**config.mk**
```make
export PLATFORM = sky130hd
export DESIGN_NAME = seq_multiplier
export DESIGN_NICKNAME = d
export VERILOG_FILES = /design/src/rtl/mult_pkg.sv /design/src/rtl/mult_step.sv /design/src/rtl/seq_multiplier.sv
export SDC_FILE = /design/constraint.sdc
export NUM_CORES = 1
export LEC_CHECK = 0
export BUFFER_PORTS_ARGS = -buffer_cell sky130_fd_sc_hd__buf_4
export CAP_MARGIN = 10
export CORE_UTILIZATION = 35
export CTS_BUF_LIST = sky130_fd_sc_hd__clkbuf_16
export DETAILED_ROUTE_END_ITERATION = 7
export SYNTH_ARGS = -nofsm -noshare
export SYNTH_HDL_FRONTEND = slang
export SYNTH_SLANG_ARGS = --single-unit
```
**constraint.sdc**
```tcl
create_clock -name clk -period 6.06 [get_ports clk]
set_input_delay 0.303 -clock clk [delete_from_list [all_inputs] [get_ports clk]]
set_output_delay 0.303 -clock clk [all_outputs]
set_load 0.005 [all_outputs]
```
**src/rtl/mult_pkg.sv**
```systemverilog
// Shared types and sizing helpers for the iterative shift-add multiplier family.
package mult_pkg;

  typedef enum logic [1:0] {IDLE, CALC, DONE} mult_state_t;

  function automatic int cnt_w(input int size);
    return $clog2(size + 1);
  endfunction

endpackage

```
**src/rtl/mult_step.sv**
```systemverilog
// One conditional add-and-shift iteration: acc + (mbit ? mcand << shamt : 0).
module mult_step #(
  parameter int SIZE  = 8,
  parameter int CNT_W = 4
) (
  input  logic [2*SIZE-1:0] acc_i,
  input  logic [SIZE-1:0]   mcand_i,
  input  logic              mbit_i,
  input  logic [CNT_W-1:0]  shamt_i,
  output logic [2*SIZE-1:0] acc_o
);

  logic [2*SIZE-1:0] mcand_ext;

  assign mcand_ext = {{SIZE{1'b0}}, mcand_i};
  assign acc_o     = mbit_i ? (acc_i + (mcand_ext << shamt_i)) : acc_i;

endmodule

```
**src/rtl/seq_multiplier.sv**
```systemverilog
// Iterative signed/unsigned multiplier, one multiplier bit per cycle, with
// valid/ready handshakes on both sides and output backpressure.
module seq_multiplier
  import mult_pkg::*;
#(
  parameter int SIZE = 8
) (
  input  logic              clk,
  input  logic              rst_n,
  input  logic              in_valid,
  output logic              in_ready,
  input  logic              is_signed,
  input  logic [SIZE-1:0]   a,
  input  logic [SIZE-1:0]   b,
  output logic              out_valid,
  input  logic              out_ready,
  output logic [2*SIZE-1:0] c,
  output logic              over
);

  localparam int CNT_W = cnt_w(SIZE);
  localparam int PW    = 2 * SIZE;

  mult_state_t      state_q, state_d;
  logic [CNT_W-1:0] count_q, count_d;
  logic [SIZE-1:0]  mcand_q, mcand_d;
  logic [SIZE-1:0]  mplier_q, mplier_d;
  logic [PW-1:0]    acc_q, acc_d;
  logic [PW-1:0]    c_q, c_d;
  logic             neg_q, neg_d;
  logic             sgn_q, sgn_d;
  logic             over_q, over_d;
  logic             mbit;
  logic [PW-1:0]    step_acc;
  logic [PW-1:0]    prod;

  // Magnitude of -2^(SIZE-1) wraps to 2^(SIZE-1), which fits as unsigned.
  function automatic logic [SIZE-1:0] magnitude(input logic [SIZE-1:0] v, input logic s);
    return (s && v[SIZE-1]) ? -v : v;
  endfunction

  function automatic logic over_flag(input logic [PW-1:0] p, input logic s);
    logic [SIZE:0] hi;
    hi = p[PW-1:SIZE-1];
    if (s) return !((hi == '0) || (hi == '1));
    return p[PW-1:SIZE] != '0;
  endfunction

  assign mbit = |(mplier_q & ({{(SIZE-1){1'b0}}, 1'b1} << count_q));

  mult_step #(.SIZE(SIZE), .CNT_W(CNT_W)) u_step (
    .acc_i   (acc_q),
    .mcand_i (mcand_q),
    .mbit_i  (mbit),
    .shamt_i (count_q),
    .acc_o   (step_acc)
  );

  // Negate only a nonzero magnitude so a zero product never appears as -0.
  assign prod = (neg_q && (step_acc != '0)) ? -step_acc : step_acc;

  always_comb begin
    state_d  = state_q;
    count_d  = count_q;
    mcand_d  = mcand_q;
    mplier_d = mplier_q;
    acc_d    = acc_q;
    c_d      = c_q;
    neg_d    = neg_q;
    sgn_d    = sgn_q;
    over_d   = over_q;
    case (state_q)
      IDLE: begin
        if (in_valid) begin
          state_d  = CALC;
          count_d  = '0;
          acc_d    = '0;
          mcand_d  = magnitude(a, is_signed);
          mplier_d = magnitude(b, is_signed);
          neg_d    = is_signed & (a[SIZE-1] ^ b[SIZE-1]);
          sgn_d    = is_signed;
        end
      end
      CALC: begin
        acc_d   = step_acc;
        count_d = count_q + CNT_W'(1);
        if (count_q == CNT_W'(SIZE - 1)) begin
          state_d = DONE;
          c_d     = prod;
          over_d  = over_flag(prod, sgn_q);
        end
      end
      DONE: begin
        if (out_ready) state_d = IDLE;
      end
      default: state_d = IDLE;
    endcase
  end

  always_ff @(posedge clk) begin
    if (!rst_n) begin
      state_q <= IDLE;
      count_q <= '0;
      c_q     <= '0;
      over_q  <= 1'b0;
    end else begin
      state_q <= state_d;
      count_q <= count_d;
      c_q     <= c_d;
      over_q  <= over_d;
    end
  end

  // Working operands and accumulator are always reloaded on accept.
  always_ff @(posedge clk) begin
    mcand_q  <= mcand_d;
    mplier_q <= mplier_d;
    acc_q    <= acc_d;
    neg_q    <= neg_d;
    sgn_q    <= sgn_d;
  end

  assign in_ready  = (state_q == IDLE);
  assign out_valid = (state_q == DONE);
  assign c         = c_q;
  assign over      = over_q;

endmodule

```
Yosys cells after proc, flatten, opt, wreduce, memory -nomap -nowiden
Cells that the tools add are included.
- word-level logic and storage cells: 58
- register bits: 57
- bits of input ports: 21
- mux-type cells: 17
- bitwise logic cells: 3
- shift operators: 2
- $add $sub $neg: 5
- reduce and logical (&&, ||, !) cells: 15
- equal/unequal tests: 7
- operators by type and width (operator ; count):
    2-to-1 mux 16 bit ; 3
    case mux 16 bit (2 select lines) ; 1
    adder 16 bit ; 1
    2-to-1 mux 8 bit ; 2
    negator 16 bit ; 1
    negator 8 bit ; 2
    nonzero test 16 bit ; 1
    << shifter 8 x 4 -> 16 bit ; 1
    == test 9 bit, second input constant ; 1
    zero test 9 bit ; 1
    bitwise AND 8 bit ; 1
    case mux 4 bit (2 select lines) ; 1
    nonzero test 8 bit ; 1
    OR reduction 8 bit ; 1
    << shifter 1 x 4 -> 8 bit, first input constant ; 1
    2-to-1 mux 2 bit ; 3
    case mux 2 bit (3 select lines) ; 1
    AND reduction 2 bit ; 3
    2-to-1 mux 1 bit ; 5
    adder 4 x 1 -> 4 bit, second input constant ; 1
    == test 4 x 3 -> 1 bit, second input constant ; 1
    2-to-1 mux 4 bit ; 1
    inequality test 2 bit, second input constant ; 2
    logical AND 1 bit ; 3
    other kinds (10) ; 10

Depth between registers and ports, before layout
Gate-level depths: netlist (run 1).
- word-level depth: 12
- depth in mapped cells: 20
- mapped depth without buffers: 18

By module
A second synthesis (run 1) with hierarchy kept.
- cells, all modules: 473
- area total of the unflattened synthesis: 4302.9 µm²
- by module, submodules not included (module ; cells each ; sequential area each (µm²) ; area an instance (µm²) ; instances):
    seq_multiplier ; 293 ; 1481.4 ; 2996.6 ; 1
    mult_step ; 180 ; 0.0 ; 1306.3 ; 1

Worst setup path after synthesis (run 1)
No wires, ideal clock.
- path kind: reg2reg
- from: reg count_q[1]
- to: reg over_q (netlist: over)
- setup slack: 1475 ps
- stages on the path, launching flop included: 21
- setup time: 124 ps
- arrival: 4461 ps
- cell sequence: dfxtp_1 > clkbuf_1 > buf_1 > inv_1 > nand3_1 > o21ai_0 > nand2_1 > o21ai_0 > nor2b_1 > ha_1 > and3_4 > a221oi_2 > a21boi_1 > or3_4 > a221oi_4 > o211ai_4 > a21o_2 > a22o_1 > or4_4 > nor4_4 > a211oi_2
- longest elaborated chain between the ends: 12
- elaborated cells on any way between the ends: 19
- those cells by class: add/sub (2); eq/ne (2); shift (2); mux (4); bitwise (1); reduce/logical (8)
- ends and longest elaborated chain (what ; RTL line ; text):
    start: declaration ; seq_multiplier.sv:25 ; logic [CNT_W-1:0] count_q, count_d;
    start signal: assignment ; seq_multiplier.sv:108 ; count_q <= count_d;
    branches (longest 12 deep; another with adder 16 bit) ; -- ;
    end signal: assignment ; seq_multiplier.sv:110 ; over_q <= over_d;
    end: declaration ; seq_multiplier.sv:32 ; logic over_q, over_d;
Several ways; the timed one is not identified. The select of a mux whose other input is x is not followed.
A chain may end at the register's enable or synchronous reset.

Worst setup path in the final report (run 1)
Same ends and word-level chain as after synthesis.

==> results.cfg, run 1 <==
[global_route]
gr-total-overflow = 0
grtUsageMet1_pct = 23.7
use_met2_pct = 29.1
first_global_vias = 3687
grt_max_degree = 26
grt_pass1_wl_mm = 18.7
grt_antenna_before_repair = 0
grtUsageTotal_pct = 17.7
top_usage_layer = met2
gr-usage-met3_pct = 2.47

[floorplanning]
rows = 41
die_y_um = 117
ios = 40
die_w_um = 117
die_area_um2 = 13800
start_util_pct = 36.4
core_area_um2 = 12800

[placed_design]
io_buffers = 39
gp_congestion = 0.937
place_hpwl_mm = 8.91

[yosys]
async_reset_ff_share_pct = 0
ys_seq_area_share_pct = 31.9
syn_inst = 532
synth_edf_count = 34
syn_nets = 578
synthMuxAreaShare_pct = 4.30
syn_avg_cell_area_um2 = 8.74
synth_top_family_by_area = simple AND/OR/NAND/NOR gates
yosysUniqueCellTypes = 82
synth-xor-area-share_pct = 5.84
synth_compound_area_share_pct = 23.1
yosysWarnings = 0
synth_ff_type = edfxtp_1
synthAdderAreaFrac_pct = 6.89
post_synth_and_or_nand_nor_area_fraction_pct = 24.1
ys_ff_latch = 57
syn_area_um2 = 4650

[final_layout]
layout_common_cells = nand2_1, nor2_1, buf_4
final-seq-area_um2 = 1480
final_common_cell = nand2_1
nFillCells = 1254
n_antenna_cell = 0
final_core_util_pct = 41.8
area_growth_pct = 14.9
drive_gt1_share_pct = 17.6
nets = 603
multi_input_area_um2 = 2990

[routing]
drt_iter0_drc = 222
num_vias = 3983
ant_nets = 0
drtPass1Iterations = 5
wirelength_mm = 11.6
drc = 0
routed_via_density = 5.43
wl_per_cell_um = 15.8

[critical_path]
cp_num_buf_inv = 0
critPathLaunch = count_q[1]$_SDFFE_PN0P_
crit_required_ns = 6.28
crit_path_end_kind = flop
startpoint_type = flop
arrival_ns = 5.33
path_class = reg2reg
slowest_delay_ns = 0.71
cp_slowest_cell = dfxtp_1
worstReg2RegStart = count_q[1]$_SDFFE_PN0P_
path_max_fanout = 17
worstPathCellList = mux2_2 > o21ai_0 > mux2i_1 > nor2b_1 > ha_1 > o211ai_1 > nand3b_1 > and2_2 > a311oi_1 > a41o_1 > o211ai_4 > nor3_1 > o21ai_2 > or4_4 > nor4_4 > a211oi_2
crit_family = simple AND/OR/NAND/NOR gates

[timing]
setup_viol = 0
min_period_ns = 5.11
max_slew.worst_pin.slew_ns = 0.807
finClkSkew_ns = 0.0131
rsz0062_at_grt = no
setup_tns_ns = 0
post-route-period-util_pct = 84.4
slew_viol_final = 0
hold_viol_final = 0
fmax_ghz = 0.196
relSlewSlack_pct = 46.2

[power]
ir_drop_mv = 0.149
netSwitchingFraction_pct = 34.2
power_leakage_nw = 2.10
combPwrFrac_pct = 31.5
p_int_mw = 0.942
pwr-share-seq_pct = 32.8
power_density_nw_per_um2 = 268
clkPwrFrac_pct = 35.7
switchingPower_mw = 0.489

[cts]
cts_tree = done
htree_levels = 3
post_cts_buffers = 0
clk_pin_slew_ns = 0.06
clock_latency_ns = 0.33
cts_hold_buf = 0
cts_buffer_depth = 2
cts_resized = 0
clock_sinks = 57
cts_buffers = 9
cts_root_buffer = clkbuf_16

[status]
status = finished, final reports clean

[run]
max-cap-violations = 0

[min_path]
min_from = b[0]
hold_class = in2reg
==> sequential cells by signal, indices dropped and copies added (netlist names), 2 cells and up <==
register  flops
acc_q        16
count_q       4
state_q       2
mplier_q      8
mcand_q       8
c            16
==> layout make-up <==
class | count | area share [%]
Sequential cell | 57 | 27.7
Clock inverter | 5 | 0.515
Timing Repair Buffer | 41 | 5.76
Inverter | 12 | 0.843
Clock buffer | 11 | 5.15
Multi-Input combinational cell | 436 | 56.0
Tap cell | 172 | 4.03
==> worst paths after layout <==
path / end / slack [ns] / depth (start not counted)
max reg2reg: over$_SDFFE_PN0P_ / 0.95 / 16
max: over$_SDFFE_PN0P_ / 0.95 / 16
min reg2reg: c[7]$_SDFFE_PN0P_ / 0.46 / 2
min: mplier_q[0]$_DFFE_PP_ / 0.18 / 1
==> worst register-to-register path, stage by stage (launching register included) <==
cell	delay, ns
dfxtp_1	0.71
mux2_2	0.41
o21ai_0	0.21
mux2i_1	0.15
nor2b_1	0.16
ha_1	0.57
o211ai_1	0.21
nand3b_1	0.29
and2_2	0.22
a311oi_1	0.38
a41o_1	0.31
o211ai_4	0.13
nor3_1	0.38
o21ai_2	0.14
or4_4	0.51
nor4_4	0.16
a211oi_2	0.05
==> layer usage <==
| metal | up-vias | routed length [um] |
|---|---|---|
| met3 | 20 | 332 |
| met2 | 101 | 5440 |
| met1 | 1861 | 5540 |
| met4 | 0 | 248 |
| met5 | - | 0 |
| li1 | 2001 | - |
==> cell usage after synthesis (all sizes together) (7+ instances only) <==
cell / n / share of area [%]
clkbuf: 18 / 1.5
mux2i: 14 / 3.1
o21ai: 34 / 3.8
nor2b: 8 / 1.1
nand2: 60 / 4.8
nor3: 17 / 1.8
a21oi: 32 / 3.5
ha: 24 / 6.5
buf: 9 / 1.5
and2: 17 / 2.3
nand3: 17 / 1.8
inv: 12 / 0.97
dfxtp: 23 / 9.9
nor4: 9 / 1.7
xor2: 21 / 4.0
a21boi: 15 / 2.5
edfxtp: 34 / 22
nor2: 54 / 4.4
xnor2: 10 / 1.9
a21o: 7 / 1.2
==> power groups by stage <==
stage                     Clock, mW  Combinational, mW  Sequential [mW]
after floorplan                   0              0.357            0.462
after global placement            0              0.440            0.477
after detailed placement          0              0.444            0.477
after CTS                     0.519              0.448            0.469
after global routing          0.534              0.497            0.472
final                         0.511              0.450            0.469
==> cell families after synthesis <==
family / after synthesis
buffers and inverters: 39
flip-flops: 57
adder cells (fa/ha/maj): 25
AND/OR/NAND/NOR: 218
AO/OA/AOI/OAI: 143
XOR/XNOR: 31
multiplexers: 19
==> metrics by stage <==
stage	power (mW)	cells	hold slack [ns]	setup WS, ns	instance area [um^2]
after global routing	1.50	734	0.182	0.601	5340
after global placement	0.917	718	0.452	1.07	5040
final	1.43	734	0.182	0.948	5340
after detailed placement	0.922	718	0.456	1.01	5040
after CTS	1.44	734	0.181	0.994	5340
after floorplan	0.819	532	0.402	1.47	4650
No activity file was read; power rests on OpenSTA's default activity.
==> run 2: changes to the inputs <==
ABC_AREA = 1   (was not set)
clock period = 4.84 ns   (was 6.06 ns; I/O delays follow)
==> results.cfg, run 2 <==
[floorplanning]
rows = 43
ios = 40
die_w_um = 122
start_util_pct = 35.9
die_area_um2 = 14800
core_area_um2 = 13900
die_y_um = 122

[critical_path]
arrival_ns = 4.38
crit_path_end_kind = flop
cp_slowest_cell = dfxtp_2
worstReg2RegStart = count_q[0]$_SDFFE_PN0P_
path_class = reg2reg
startpoint_type = flop
r2r-end = over$_SDFFE_PN0P_
worst-r2r-setup-slack_ns = 0.68
path_max_fanout = 18
crit_top_cell = nand2_1
crit_required_ns = 5.05
rr_worst_depth = 29
slowest_delay_ns = 0.50

[yosys]
ys_ff_latch = 57
synth_largest_area_cell = nand2_1
synth_most_common_cell = nand2_1
yosys-top-cells-area = nand2_1, edfxtp_1, dfxtp_1
synth_ff_type = edfxtp_1
synth_top_cell_area_share_pct = 20.8
yosysWarnings = 0
yosysUniqueCellTypes = 42
syn_nets = 830
syn_inst = 784
async_reset_ff_share_pct = 0
syn_avg_cell_area_um2 = 6.38
syn_area_um2 = 5000
synth_edf_count = 34
ys_seq_area_share_pct = 29.6
synth_common_cells = nand2_1, inv_1, nor2_1

[placed_design]
io_buffers = 39
place_hpwl_mm = 10.5
placedCellCount = 989
pre_cts_ws_ns = 0.543
gp_congestion = 0.920

[power]
netSwitchingFraction_pct = 36.7
ir_drop_mv = 0.277
clkPwrFrac_pct = 33.9
switchingPower_mw = 0.691
p_int_mw = 1.19
combPwrFrac_pct = 34.6
power_density_nw_per_um2 = 327
finalPower_mw = 1.88
power_leakage_nw = 2.96
pwr-share-seq_pct = 31.4

[status]
status = finished, final reports clean

[timing]
max_slew.worst_pin.slew_ns = 0.707
min_period_ns = 4.16
post-route-period-util_pct = 86.0
hold_viol_final = 0
fmax_ghz = 0.240
slew_viol_final = 0
layout_setup_ws_ns = 0.676
rsz0062_at_grt = no
finClkSkew_ns = 0.00638
setup_tns_ns = 0
relSlewSlack_pct = 52.8
setup_viol = 0

[routing]
drt_iter0_drc = 283
wl_per_cell_um = 13.1
drtPass1Iterations = 7
drc = 0
ant_nets = 0
routed_via_density = 4.80
wirelength_mm = 13.1
num_vias = 4819

[final_layout]
fin_cells = 1005
nets = 866
n_antenna_cell = 0
area_growth_pct = 14.8
final_common_cell = nand2_1
layout_common_cells = nand2_1, inv_1, nor2_1
final_core_util_pct = 41.2
drive_gt1_share_pct = 10.5

[min_path]
min_from = b[0]
worstHoldEndpoint = mplier_q[0]$_DFFE_PP_
hold_class = in2reg
min_path_cells = 1

[global_route]
first_global_vias = 4462
grt_antenna_before_repair = 0
grt_max_degree = 28
grtUsageTotal_pct = 18.9
grt_pass1_wl_mm = 21.5
gr-total-overflow = 0

[cts]
cts_tree = done
clock_latency_ns = 0.33
cts_buffer_depth = 2
htree_levels = 3
clock_sinks = 57
post_cts_buffers = 0
clk_pin_slew_ns = 0.05
cts_root_buffer = clkbuf_16
cts_resized = 0
cts_hold_buf = 0
cts_buffers = 9

[run]
max-cap-violations = 0
==> run 2: worst max-delay path by stage <==
stage / start / endpoint / slack, ns / cells after the start
2_1_floorplan: count_q[0]$_SDFFE_PN0P_ / over$_SDFFE_PN0P_ / 1.34 / 31
3_3_place_gp: count_q[0]$_SDFFE_PN0P_ / over$_SDFFE_PN0P_ / 0.57 / 29
3_5_place_dp: count_q[0]$_SDFFE_PN0P_ / over$_SDFFE_PN0P_ / 0.54 / 29
4_1_cts: count_q[0]$_SDFFE_PN0P_ / over$_SDFFE_PN0P_ / 0.51 / 27
5_1_grt: count_q[0]$_SDFFE_PN0P_ / over$_SDFFE_PN0P_ / 0.14 / 29
6_report: count_q[0]$_SDFFE_PN0P_ / over$_SDFFE_PN0P_ / 0.68 / 29
==> run 2: critical path, delay by kind of cell (launching register included) <==
| family | cells | cell delay [ns] |
|---|---|---|
| AND/OR/NAND/NOR | 24 | 2.48 |
| flip-flops | 1 | 0.50 |
| buffers and inverters | 2 | 0.34 |
| AO/OA/AOI/OAI | 2 | 0.33 |
| adder cells (fa/ha/maj) | 1 | 0.39 |
==> run 2: final cells by class <==
cell class	instances	area, um^2
Clock inverter	6	57.6
Fill cell	1466	8190
Tap cell	180	225
Timing Repair Buffer	42	315
Inverter	110	413
Clock buffer	10	250
Multi-Input combinational cell	600	3000
Sequential cell	57	1480
==> run 2: cells by family (layout without fill, tap and decap cells) <==
family | Yosys count | count (layout) | synth area share [%]
AOI/OAI and AO/OA | 72 | 72 | 8.31
DFF | 57 | 57 | 29.6
and+or+nand+nor | 485 | 485 | 42.1
buffers and inverters | 127 | 168 | 10.4
muxes | 1 | 1 | 0.200
xor gates and xnor gates | 17 | 17 | 2.98
adders and majority gates | 25 | 25 | 6.41
==> run 2: power by group through the flow <==
stage	Sequential [mW]	Clock, mW	Combinational [mW]
global route	0.595	0.671	0.748
floorplan	0.582	0	0.499
CTS	0.590	0.651	0.648
detailed placement	0.600	0	0.643
finish	0.591	0.638	0.651
global placement	0.600	0	0.647
==> run 2: stage by stage <==
| stage | area, um^2 | hold slack [ns] |
|---|---|---|
| 6_report | 5740 | 0.0969 |
| 5_1_grt | 5740 | 0.0929 |
| 4_1_cts | 5740 | 0.0867 |
| 3_5_place_dp | 5430 | 0.432 |
| 3_3_place_gp | 5430 | 0.431 |
| 2_1_floorplan | 5000 | 0.341 |
==> run 2: metal layers <==
layer	share of wire (%)	vias up	track usage [%]	wire (um)
met4	2.6	0	8.72	336
met5	0	-	0	0
met2	43	116	29.0	5660
met3	3.6	26	2.44	476
li1	-	2577	-	-
met1	51	2100	26.1	6660
